<file path="src/rtl/lae_pkg.sv">
// Shared types and sizing for the LAE block sequencer.
// It holds the FSM state encoding, the default round and data widths, and the block-count type.
package lae_pkg;
    localparam int ROUNDS = 16;
    localparam int DW     = 40;

    typedef logic [7:0] cnt_t;

    typedef enum logic [2:0] {
        IDLE,
        START,
        INIT,
        WAIT,
        PROC,
        FINAL
    } state_t;
endpackage

</file>
<file path="src/rtl/lae_rcnt.sv">
// Round counter that counts cycles within one LAE phase.
// It has a synchronous clear, a count enable and a terminal-count flag at ROUNDS-1, and wraps back to 0 after that value.
module lae_rcnt #(
    parameter int ROUNDS = 16,
    parameter int W      = 4
) (
    input  logic         ck,
    input  logic         rst,
    input  logic         clr,
    input  logic         en,
    output logic [W-1:0] cnt,
    output logic         tc
);
    assign tc = (cnt == W'(ROUNDS - 1));

    always_ff @(posedge ck or posedge rst) begin
        if (rst)
            cnt <= '0;
        else if (clr)
            cnt <= '0;
        else if (en)
            cnt <= tc ? '0 : cnt + W'(1);
    end
endmodule

</file>
<file path="src/rtl/lae_seq.sv">
// LAE block sequencer: start, init rounds, then AD blocks followed by message blocks, then finalisation.
// Each absorbed block is followed by ROUNDS cycles of processing.
module lae_seq
    import lae_pkg::*;
#(
    parameter int ROUNDS = lae_pkg::ROUNDS,
    parameter int DW     = lae_pkg::DW
) (
    input  logic          ck,
    input  logic          rst,
    input  logic          go,
    input  logic [7:0]    ad_blocks,
    input  logic [7:0]    msg_blocks,
    input  logic          in_valid,
    input  logic [DW-1:0] in_data,
    output logic          in_ready,
    output logic [DW-1:0] dout,
    output logic          start,
    output logic          Ain,
    output logic          Min,
    output logic          last,
    output logic          busy,
    output logic          done
);
    localparam int RW = (ROUNDS > 1) ? $clog2(ROUNDS) : 1;

    state_t        state, state_nx;
    cnt_t          ad_cnt, msg_cnt;
    logic [RW-1:0] rnd;
    logic          tc, rclr, ren, more;

    assign more = (ad_cnt != 8'd0) || (msg_cnt != 8'd0);

    lae_rcnt #(.ROUNDS(ROUNDS), .W(RW)) u_rcnt (
        .ck  (ck),
        .rst (rst),
        .clr (rclr),
        .en  (ren),
        .cnt (rnd),
        .tc  (tc)
    );

    always_ff @(posedge ck or posedge rst) begin
        if (rst)
            state <= IDLE;
        else
            state <= state_nx;
    end

    always_comb begin
        state_nx = state;
        in_ready = 1'b0;
        start    = 1'b0;
        Ain      = 1'b0;
        Min      = 1'b0;
        last     = 1'b0;
        done     = 1'b0;
        ren      = 1'b0;
        busy     = (state != IDLE);
        case (state)
            IDLE:  if (go) state_nx = START;
            START: begin
                start    = 1'b1;
                state_nx = INIT;
            end
            INIT: begin
                ren = 1'b1;
                if (tc) state_nx = more ? WAIT : FINAL;
            end
            WAIT: begin
                in_ready = 1'b1;
                if (in_valid) begin
                    // AD blocks drain first, so Ain and Min are mutually exclusive.
                    if (ad_cnt != 8'd0)       Ain = 1'b1;
                    else if (msg_cnt != 8'd0) Min = 1'b1;
                    state_nx = PROC;
                end
            end
            PROC: begin
                ren = 1'b1;
                if (tc) state_nx = more ? WAIT : FINAL;
            end
            FINAL: begin
                last = 1'b1;
                ren  = 1'b1;
                if (tc) begin
                    done     = 1'b1;
                    state_nx = IDLE;
                end
            end
            default: state_nx = IDLE;
        endcase
        // The round counter restarts from zero on every state change.
        rclr = (state_nx != state);
    end

    always_ff @(posedge ck or posedge rst) begin
        if (rst) begin
            ad_cnt  <= '0;
            msg_cnt <= '0;
            dout    <= '0;
        end else begin
            if (state == IDLE && go) begin
                ad_cnt  <= ad_blocks;
                msg_cnt <= msg_blocks;
            end
            if (Ain) ad_cnt  <= ad_cnt - 8'd1;
            if (Min) msg_cnt <= msg_cnt - 8'd1;
            if (Ain || Min) dout <= in_data;
        end
    end
endmodule

</file>
<file path="config.mk">
export PLATFORM = sky130hd
export DESIGN_NAME = lae_seq
export DESIGN_NICKNAME = d
export VERILOG_FILES = /design/src/rtl/lae_pkg.sv /design/src/rtl/lae_rcnt.sv /design/src/rtl/lae_seq.sv
export SDC_FILE = /design/constraint.sdc
export NUM_CORES = 1
export LEC_CHECK = 0
export CAP_MARGIN = 20
export CELL_PAD_IN_SITES_DETAIL_PLACEMENT = 1
export CELL_PAD_IN_SITES_GLOBAL_PLACEMENT = 2
export CORE_ASPECT_RATIO = 1.2
export CORE_MARGIN = 1
export CORE_UTILIZATION = 28
export CTS_CLUSTER_DIAMETER = 40
export DETAILED_ROUTE_END_ITERATION = 12
export PLACE_DENSITY = 0.81
export REMOVE_ABC_BUFFERS = 1
export SETUP_SLACK_MARGIN = 0.02
export SLEW_MARGIN = 20
export SYNTH_ARGS = -nofsm -noshare
export SYNTH_HDL_FRONTEND = slang
export SYNTH_SLANG_ARGS = --single-unit
</file>
<file path="constraint.sdc">
create_clock -name ck -period 2.55 [get_ports ck]
set_clock_uncertainty 0.2 [all_clocks]
set_input_delay 0.51 -clock ck [delete_from_list [all_inputs] [get_ports ck]]
set_output_delay 0.51 -clock ck [all_outputs]
set_load 0.02 [all_outputs]
</file>
==> results by stage, run 1 <==
Power:
- After layout, the design draws a total of 5580 uW.
- The analysis attributes to cell leakage a power of 0.00210 uW.
- The proportion of power drawn by combinational gates is 0.449.
- The worst-case IR drop observed on VDD is 0.348 mV.
- The switching power of the nets is 1870 uW.
- Of the total power, registers draw 0.321.
- Of the total power, the share spent switching nets is 0.336.
- In this run the power density over the cells is 1170 nW/um2.
- Of the total power, the clock network draws 0.230.
- Cell internal power was estimated by the tool at 3710 uW.

Yosys:
- Counting distinct cell types in the post-synthesis netlist gives 52.
- Averaged over all synthesized cells, the footprint is 11.7 um2.
- The top-area cell type share of the netlist area is 0.527.
- For this run, the number of Yosys warnings is 0.
- The dominant cell type by area after synthesis is sky130_fd_sc_hd__dfrtp_1.
- In the synthesized netlist, the cells that appear most often are 63 x sky130_fd_sc_hd__dfrtp_1, 39 x sky130_fd_sc_hd__mux2_2, 18 x sky130_fd_sc_hd__nand2_1, 17 x sky130_fd_sc_hd__nor2_1, 13 x sky130_fd_sc_hd__o21ai_0.
- The sequential area share after synthesis is 0.527.
- The number of flip-flops and latches in the synthesized netlist is 63.
- The mapped netlist covers 2990 um2.
- The synthesized netlist cell count is 255.
- Yosys mapped a number of flops with a built-in enable equal to 0.
- The share of flip-flops with an asynchronous set or reset after synthesis is 1.00.
- By area the synthesized netlist is led by sky130_fd_sc_hd__dfrtp_1 53%, sky130_fd_sc_hd__mux2_2 15%, sky130_fd_sc_hd__nand2_1 2.3%.
- The most common cell in the synthesized netlist is sky130_fd_sc_hd__dfrtp_1.
- The most used flip-flop cell after synthesis is sky130_fd_sc_hd__dfrtp_1.

Placement:
- The total of buffers placed on input and output ports is 106.
- At the placement stage, the worst setup path has a slack of -0.463 ns.
- The placer's final routability congestion estimate is 0.768.
- The HPWL after detailed placement is 5730 um.
- The count of placed standard cells including taps is 514.

STA:
- Setup repair after global routing could not meet its margin everywhere.
- Measured against its own limit, the worst slew margin works out to 0.674.
- The minimum hold slack is 0.297 ns.
- Static timing analysis puts the maximum clock frequency at 396 MHz.
- The worst path in the final design needs a cycle of 2.52 ns, including I/O delays and setup.
- Dividing the final minimum period by the clock period gives 0.990.
- The count of final hold-check violations is 0.
- Setup violations remaining at the end of the flow were counted as 0.
- The transition time at the pin with the least slew margin is 0.483 ns.
- The slack of the critical path is 0.0257 ns.
- The final number of max-transition violations is 0.

Floorplan:
- The top-level I/O count is 107.
- The initial utilization of the core area, before any placement, comes to 0.286.
- The cell row count is 41.
- The standard cell core area is 10500 um2.
- Measured along the x axis, the die boundary spans 96.4 um.
- The height of the chip is 115 um.
- The die covers 11100 um2.

Global route:
- The overflow left after global routing is 0.
- The number of global-route vias before repair is 2621.
- The first global-routing pass estimated 12600 um of wire.
- The total track usage is 0.149.
- The number of antenna violations at the first check in global routing is 0.
- Entering global routing, the biggest net connects 64 pins.

Setup path:
- The data required time of the worst path is 1.84 ns.
- The startpoint type of the worst setup path is an input pin.
- The slowest stage of the critical path is the sky130_fd_sc_hd__clkdlybuf4s50_1 cell.
- The critical path goes through clkdlybuf4s50_1 > and4b_2 > nand3_4 > or2_1 > inv_1 > buf_4.
- In this run the worst path has a maximum fanout of 4.
- The category of the worst setup path capture point is an output port.
- The setup path with the least slack is of type input pin to output port.
- At the worst endpoint, the arrival time is 1.81 ns.
- On the worst path, the slowest cell contributes a delay of 0.53 ns.

Run status:
- The flow ran to the end, and the final reports show no timing, DRC or antenna violations.

Drt:
- The first detailed-routing pass took 4 iterations.
- After detailed routing, the average wire length per cell comes to 15.0 um.
- For this run, design rule violations remaining after detail routing come to 0.
- For this block, the via count after detailed routing is 2493.
- The first routing iteration left 63 violations.
- Once detail routing completed, the nets flagged for antenna violations numbered 0.
- The via density per instance is 4.69.
- For this block, the routed nets add up to 7940 um of wire.

Layout:
- The share of post-route cells with drive strength above 1 is 0.261.
- The post-route non-filler standard cell count is 531.
- From synthesis to final layout, the design area changed by 59.8%.
- The antenna cell count is 0.
- After filler insertion, the fill cell instance count of the layout stands at 1155.
- At the end of the flow, the number of nets in the layout was 463.
- For this run, the share of the core covered by cells in the final layout is 0.457.

Clock tree:
- The CTS buffer count is 9.
- TritonCTS built the clock tree.
- The clock latency at the later pin of the worst-skew pair is 0.32 ns.
- The number of hold buffers added after CTS was 0.
- Clock tree synthesis selected as its root buffer the cell sky130_fd_sc_hd__clkbuf_16.
- Counting along the longest clock path gives a buffer depth of 2.
- The tree built by TritonCTS fans out to 63 sinks.
- The H-tree generated during clock tree synthesis spans 3 levels.
- After clock tree synthesis, the clock-pin slew on the worst setup and hold paths is 0.05 ns.

Flow run:
- Max-cap violations in this run came to 0.

Min path:
- The type of the most critical hold path is flip-flop to flip-flop.
-- registers in the layout (all words and copies together) (netlist names) --
register and count:
dout 40, ad_cnt 8, msg_cnt 8, u_rcnt.cnt 4, state 3
-- metal layers --
metal	part of all wire	vias up	global-route usage
li1	-	1208	-
met3	0.061	5	0.0403
met5	0	-	0
met2	0.49	71	0.246
met1	0.44	1209	0.188
met4	0.0099	0	0.0471
-- final timing paths --
path,from,to,slack [ns],cells after the start
max,in_valid,Min,0.03,6
min in group asynchronous,rst,dout[2],0.39,3
min,dout[7],dout[7],0.30,1
max in group asynchronous,rst,dout[17],1.50,3
max reg2reg,msg_cnt[1],dout[33],0.17,10
min reg2reg,dout[7],dout[7],0.30,1
-- worst max-delay path: cells and delay by family --
kind	cells	cell delay, ns
buf+inv	3	0.72
simple gates	3	0.57
-- power by group through the flow --
stage | Clock, uW | Combinational [uW] | Sequential, uW
final | 1280 | 2510 | 1790
after global routing | 1370 | 2720 | 1860
after CTS | 1320 | 2530 | 1790
after detailed placement | 0 | 2500 | 1790
after global placement | 0 | 2440 | 1750
after floorplan | 0 | 872 | 2180
-- metrics by stage --
stage / area (um2) / TNS, ns
CTS: 4760 / -0.00901
global route: 4780 / -0.0262
global placement: 4430 / -0.693
floorplan: 2920 / 0
detailed placement: 4430 / -0.749
finish: 4780 / 0
-- cells by family (layout without fill, tap and decap cells) --
family / after synthesis / after routing / synth area share
fa+ha+maj: 5 / 5 / 0.0209
mux: 41 / 41 / 0.154
buf+inv: 20 / 167 / 0.0380
flops: 63 / 63 / 0.527
simple gates: 78 / 78 / 0.143
compound gates: 47 / 47 / 0.114
xor+xnor: 1 / 1 / 0.00293
-- cells in the final DEF (no fill, tap or decap), types with 2 or more instances in the layout --
master	instances
sky130_fd_sc_hd__nand3_1	8
sky130_fd_sc_hd__a221o_1	2
sky130_fd_sc_hd__buf_12	3
sky130_fd_sc_hd__bufinv_16	2
sky130_fd_sc_hd__a32oi_1	3
sky130_fd_sc_hd__clkbuf_1	2
sky130_fd_sc_hd__nor2_1	17
sky130_fd_sc_hd__or3_1	2
sky130_fd_sc_hd__and2_1	4
sky130_fd_sc_hd__mux2_2	39
sky130_fd_sc_hd__dlymetal6s2s_1	2
sky130_fd_sc_hd__a21oi_1	6
sky130_fd_sc_hd__inv_2	2
sky130_fd_sc_hd__clkbuf_16	9
sky130_fd_sc_hd__o21ai_0	13
sky130_fd_sc_hd__nor3b_1	3
sky130_fd_sc_hd__a2bb2oi_1	2
sky130_fd_sc_hd__nand2_1	18
sky130_fd_sc_hd__inv_1	9
sky130_fd_sc_hd__clkdlybuf4s50_1	101
sky130_fd_sc_hd__nor3b_2	2
sky130_fd_sc_hd__nor3_1	5
sky130_fd_sc_hd__ha_1	4
sky130_fd_sc_hd__nor2b_1	3
sky130_fd_sc_hd__and3_1	4
sky130_fd_sc_hd__o311ai_0	2
sky130_fd_sc_hd__nand4_1	2
sky130_fd_sc_hd__a21o_1	2
sky130_fd_sc_hd__buf_4	33
sky130_fd_sc_hd__o211ai_1	3
sky130_fd_sc_hd__o22ai_1	2
sky130_fd_sc_hd__dfrtp_1	63
-- layout make-up --
type,count,area (um2),share of cell area
Clock buffer,12,246,0.0515
Clock inverter,3,67.6,0.0141
Inverter,11,41.3,0.00863
Multi-Input combinational cell,172,1330,0.278
Sequential cell,63,1580,0.330
Tap cell,129,161,0.0338
Timing Repair Buffer,141,1360,0.284
-- what timing repair did --
| item | CTS | global route |
|---|---|---|
| setup buffers | 1 | 1 |
| endpoints found under the setup margin | 4 | 21 |
| pin swaps | 2 | 0 |
| gates resized for setup | 11 | 7 |
(Power assumes the default switching activity.)
==> inputs of run 2 (changes only) <==
TNS_END_PERCENT = 20   (was not set)
==> run 2 against run 1 <==
Net effect: utilization barely moved; global-route usage about the same; non-clock buffer count fell by 1; via count hardly changed; sequential share of layout area hardly changed; sequential cell count unchanged; sequential power hardly changed; die area stayed put; design area is essentially flat; maximum frequency down 0.39%.
==> results by stage, run 2 (synthesis gave the netlist of run 1 again) <==
Layout:
- The finished layout cell area is 4780 um2 (about the same).
- Leaving out fill and tap cells, the most frequent cell in the layout is sky130_fd_sc_hd__clkdlybuf4s50_1.
- The number of nets at the end of the flow is 462 (-0.22%).
- The share of post-route cells with drive strength above 1 is 0.259 (-0.00184).
- The area growth from synthesis to layout came to 59.7% (about the same).
- The post-route non-filler standard cell count came to 530 (-0.19%).
- In the layout the commonest cells are 101 x sky130_fd_sc_hd__clkdlybuf4s50_1, 63 x sky130_fd_sc_hd__dfrtp_1, 39 x sky130_fd_sc_hd__mux2_2.
- The number of flip-flops under the largest register name is 40 (unchanged).
- The antenna cell count was 0 (unchanged).
- The register with the most flip-flops in the final layout is dout.
- The number of fillers in the final layout is 1155 (unchanged).
- The footprint of the multi-input gates came to 1330 um2 (unchanged).
- The largest registers in the layout are dout: 40 flops, ad_cnt: 8 flops, msg_cnt: 8 flops.
- The total area of sequential cells is 1580 um2 (unchanged).

Min path:
- The type of the most critical hold path is flip-flop to flip-flop.
- The worst hold path terminates at dout[7].
- The start point of the worst min-delay path is dout[7].
- The hold path depth is 1 (unchanged).

Floorplan:
- The top-level I/O count is 107 (unchanged).
- The height of the chip is 115 um (unchanged).
- The initial standard-cell utilization of the core came to 0.286 (unchanged).
- The cell row count was 41 (unchanged).
- The width of the chip came to 96.4 um (unchanged).
- The area enclosed by the die boundary is 11100 um2 (unchanged).
- The standard cell core area came to 10500 um2 (unchanged).

Placement:
- The placer's final routability congestion estimate is 0.768 (unchanged).
- The count of placed standard cells including taps was 514 (unchanged).
- The total of buffers placed on input and output ports is 106 (unchanged).
- The placed standard-cell area came to 4430 um2 (unchanged).
- The half-perimeter wire length after placement is 5730 um (unchanged).

STA:
- The final number of max-transition violations is 0 (unchanged).
- The transition time at the pin with the least slew margin is 0.483 ns (-0.000206 ns).
- The final critical delay including setup and external delays was 2.53 ns (+0.00997 ns).
- The relative slew slack came to 0.674 (about the same).
- Setup repair after global routing could not meet its margin everywhere.
- The minimum hold slack is 0.297 ns (+0.000369 ns).
- The highest clock rate is 395 MHz (-0.39%).
- The number of setup violations in the final report was 0 (unchanged).
- The ratio of final minimum period to clock period was 0.994 (+0.00391).
- The setup TNS is 0 ns (unchanged).
- The count of final hold-check violations is 0 (unchanged).

Setup path:
- The startpoint type of the worst setup path is an input pin.
- The endpoint arrival time on the critical path was 1.82 ns (about the same).
- The category of the worst setup path capture point is an output port.
- The worst-path cell with the longest stage delay is sky130_fd_sc_hd__clkdlybuf4s50_1.
- The buffers plus inverters on the worst setup path is 3 (unchanged).
- The data required time of the worst path came to 1.84 ns (about the same).
- The critical path is of the input pin to output port type.
- The worst flop-to-flop path endpoint is dout[33].
- The critical-path maximum fanout is 4 (unchanged).
- The number of cells traversed by the worst register-to-register path is 10 (unchanged).
- The signal on the critical path passes through clkdlybuf4s50_1 > and4b_2 > nand3_4 > or2_1 > inv_1 > buf_4.
- The worst reg2reg path startpoint is msg_cnt[1].
- The family with the most delay on the worst path is buffers and inverters.
- The worst setup slack for register-to-register paths is 0.17 ns (about the same).
- The maximum single-stage delay on the critical path came to 0.53 ns (about the same).

Global route:
- The number of global-route vias before repair was 2616 (-0.19%).
- The overflow left after global routing is 0 (unchanged).
- The largest net degree at the start of global routing is 64 (unchanged).
- The number of antenna violations at the first check in global routing is 0 (unchanged).
- The total track usage is 0.149 (-0.000275).
- The first-pass GRT wire length is 12600 um (-0.11%).

Power:
- The static leakage is 0.00209 uW (-0.33%).
- The overall power came to 5570 uW (-0.14%).
- The highest ir drop seen on vdd is 0.348 mV (+0.10%).
- The power per cell area is 1170 nW/um2 (-0.11%).

Clock tree:
- The CTS buffer count is 9 (unchanged).
- The hold buffer count at CTS is 0 (unchanged).
- The buffer cell driving the clock tree root is sky130_fd_sc_hd__clkbuf_16.
- The maximum buffer depth of the clock tree is 2 (unchanged).
- The clock transition at the register clock pins on the worst setup and hold paths after CTS came to 0.05 ns (about the same).
- The total number of H-tree levels is 3 (unchanged).
- The clock latency at the later pin of the worst-skew pair came to 0.32 ns (about the same).
- The number of sinks on the clock net is 63 (unchanged).
- TritonCTS built the clock tree.

Drt:
- The routed length per instance is 15.0 um (about the same).
- The total detailed-routing wirelength is 7930 um (-0.13%).
- The number of DRC violations after detailed-routing iteration 0 is 73 (+16%).
- The residual antenna-violating net count after detailed routing came to 0 (unchanged).
- The count of vias placed by the detailed router is 2492 (-0.040%).
- The via density per instance came to 4.70 (+0.15%).
- The count of TritonRoute iterations in the first routing pass was 4 (unchanged).
- The remaining routing DRC violations is 0 (unchanged).

Run status:
- The flow ran to the end, and the final reports show no timing, DRC or antenna violations.

Flow run:
- The max-capacitance violation count came to 0 (unchanged).
run 2: cell types whose count changed in the layout (fill, tap and decap cells not counted), sizes merged:
cell / delta
clkdlybuf4s15: +1
buf: -2
run 2: final cells by class:
cell class	instances	share of cell area
Clock buffer	12	0.0516
Inverter	11	0.00864
Sequential cell	63	0.330
Tap cell	129	0.0338
Multi-Input combinational cell	172	0.278
Clock inverter	3	0.0141
Timing Repair Buffer	140	0.284
run 2: timing repair:
item	in CTS	in global routing
pin swaps	2	0
resized for setup	11	6
hold endpoints to repair	0	0
endpoints found under the setup margin	4	21
setup buffers	0	1
run 2: report_power, final:
part | total [uW] | internal, uW | switching [uW]
sequential | 1790 | 1480 | 307
combinational | 2490 | 1340 | 1160
clock | 1290 | 876 | 411
run 2: stage by stage:
| step | utilization | worst slack (ns) |
|---|---|---|
| after global routing | 0.457 | -0.0369 |
| after CTS | 0.454 | -0.00901 |
| after global placement | 0.423 | -0.455 |
| after detailed placement | 0.423 | -0.463 |
| after floorplan | - | 0.0313 |
| final | 0.457 | 0.0157 |
run 2: worst max path at each step:
stage,startpoint,end,cells past startpoint
3_5_place_dp,in_valid,Min,6
3_3_place_gp,in_valid,Min,6
4_1_cts,msg_cnt[1],Min,8
5_1_grt,in_valid,Min,6
2_1_floorplan,ad_cnt[0],dout[0],6
6_report,in_valid,Min,6
run 2: per-layer routing:
metal | part of all wire | wire [um] | GRT usage
met1 | 0.44 | 3490 | 0.187
met2 | 0.49 | 3880 | 0.246
met3 | 0.061 | 487 | 0.0403
met4 | 0.010 | 79 | 0.0471
met5 | 0 | 0 | 0
==> inputs of run 3 (changes only) <==
CAP_MARGIN = not set   (was 20)
SLEW_MARGIN = not set   (was 20)
==> results of run 3 <==
No change in the layout: final DEF, timing and power equal those of run 2.
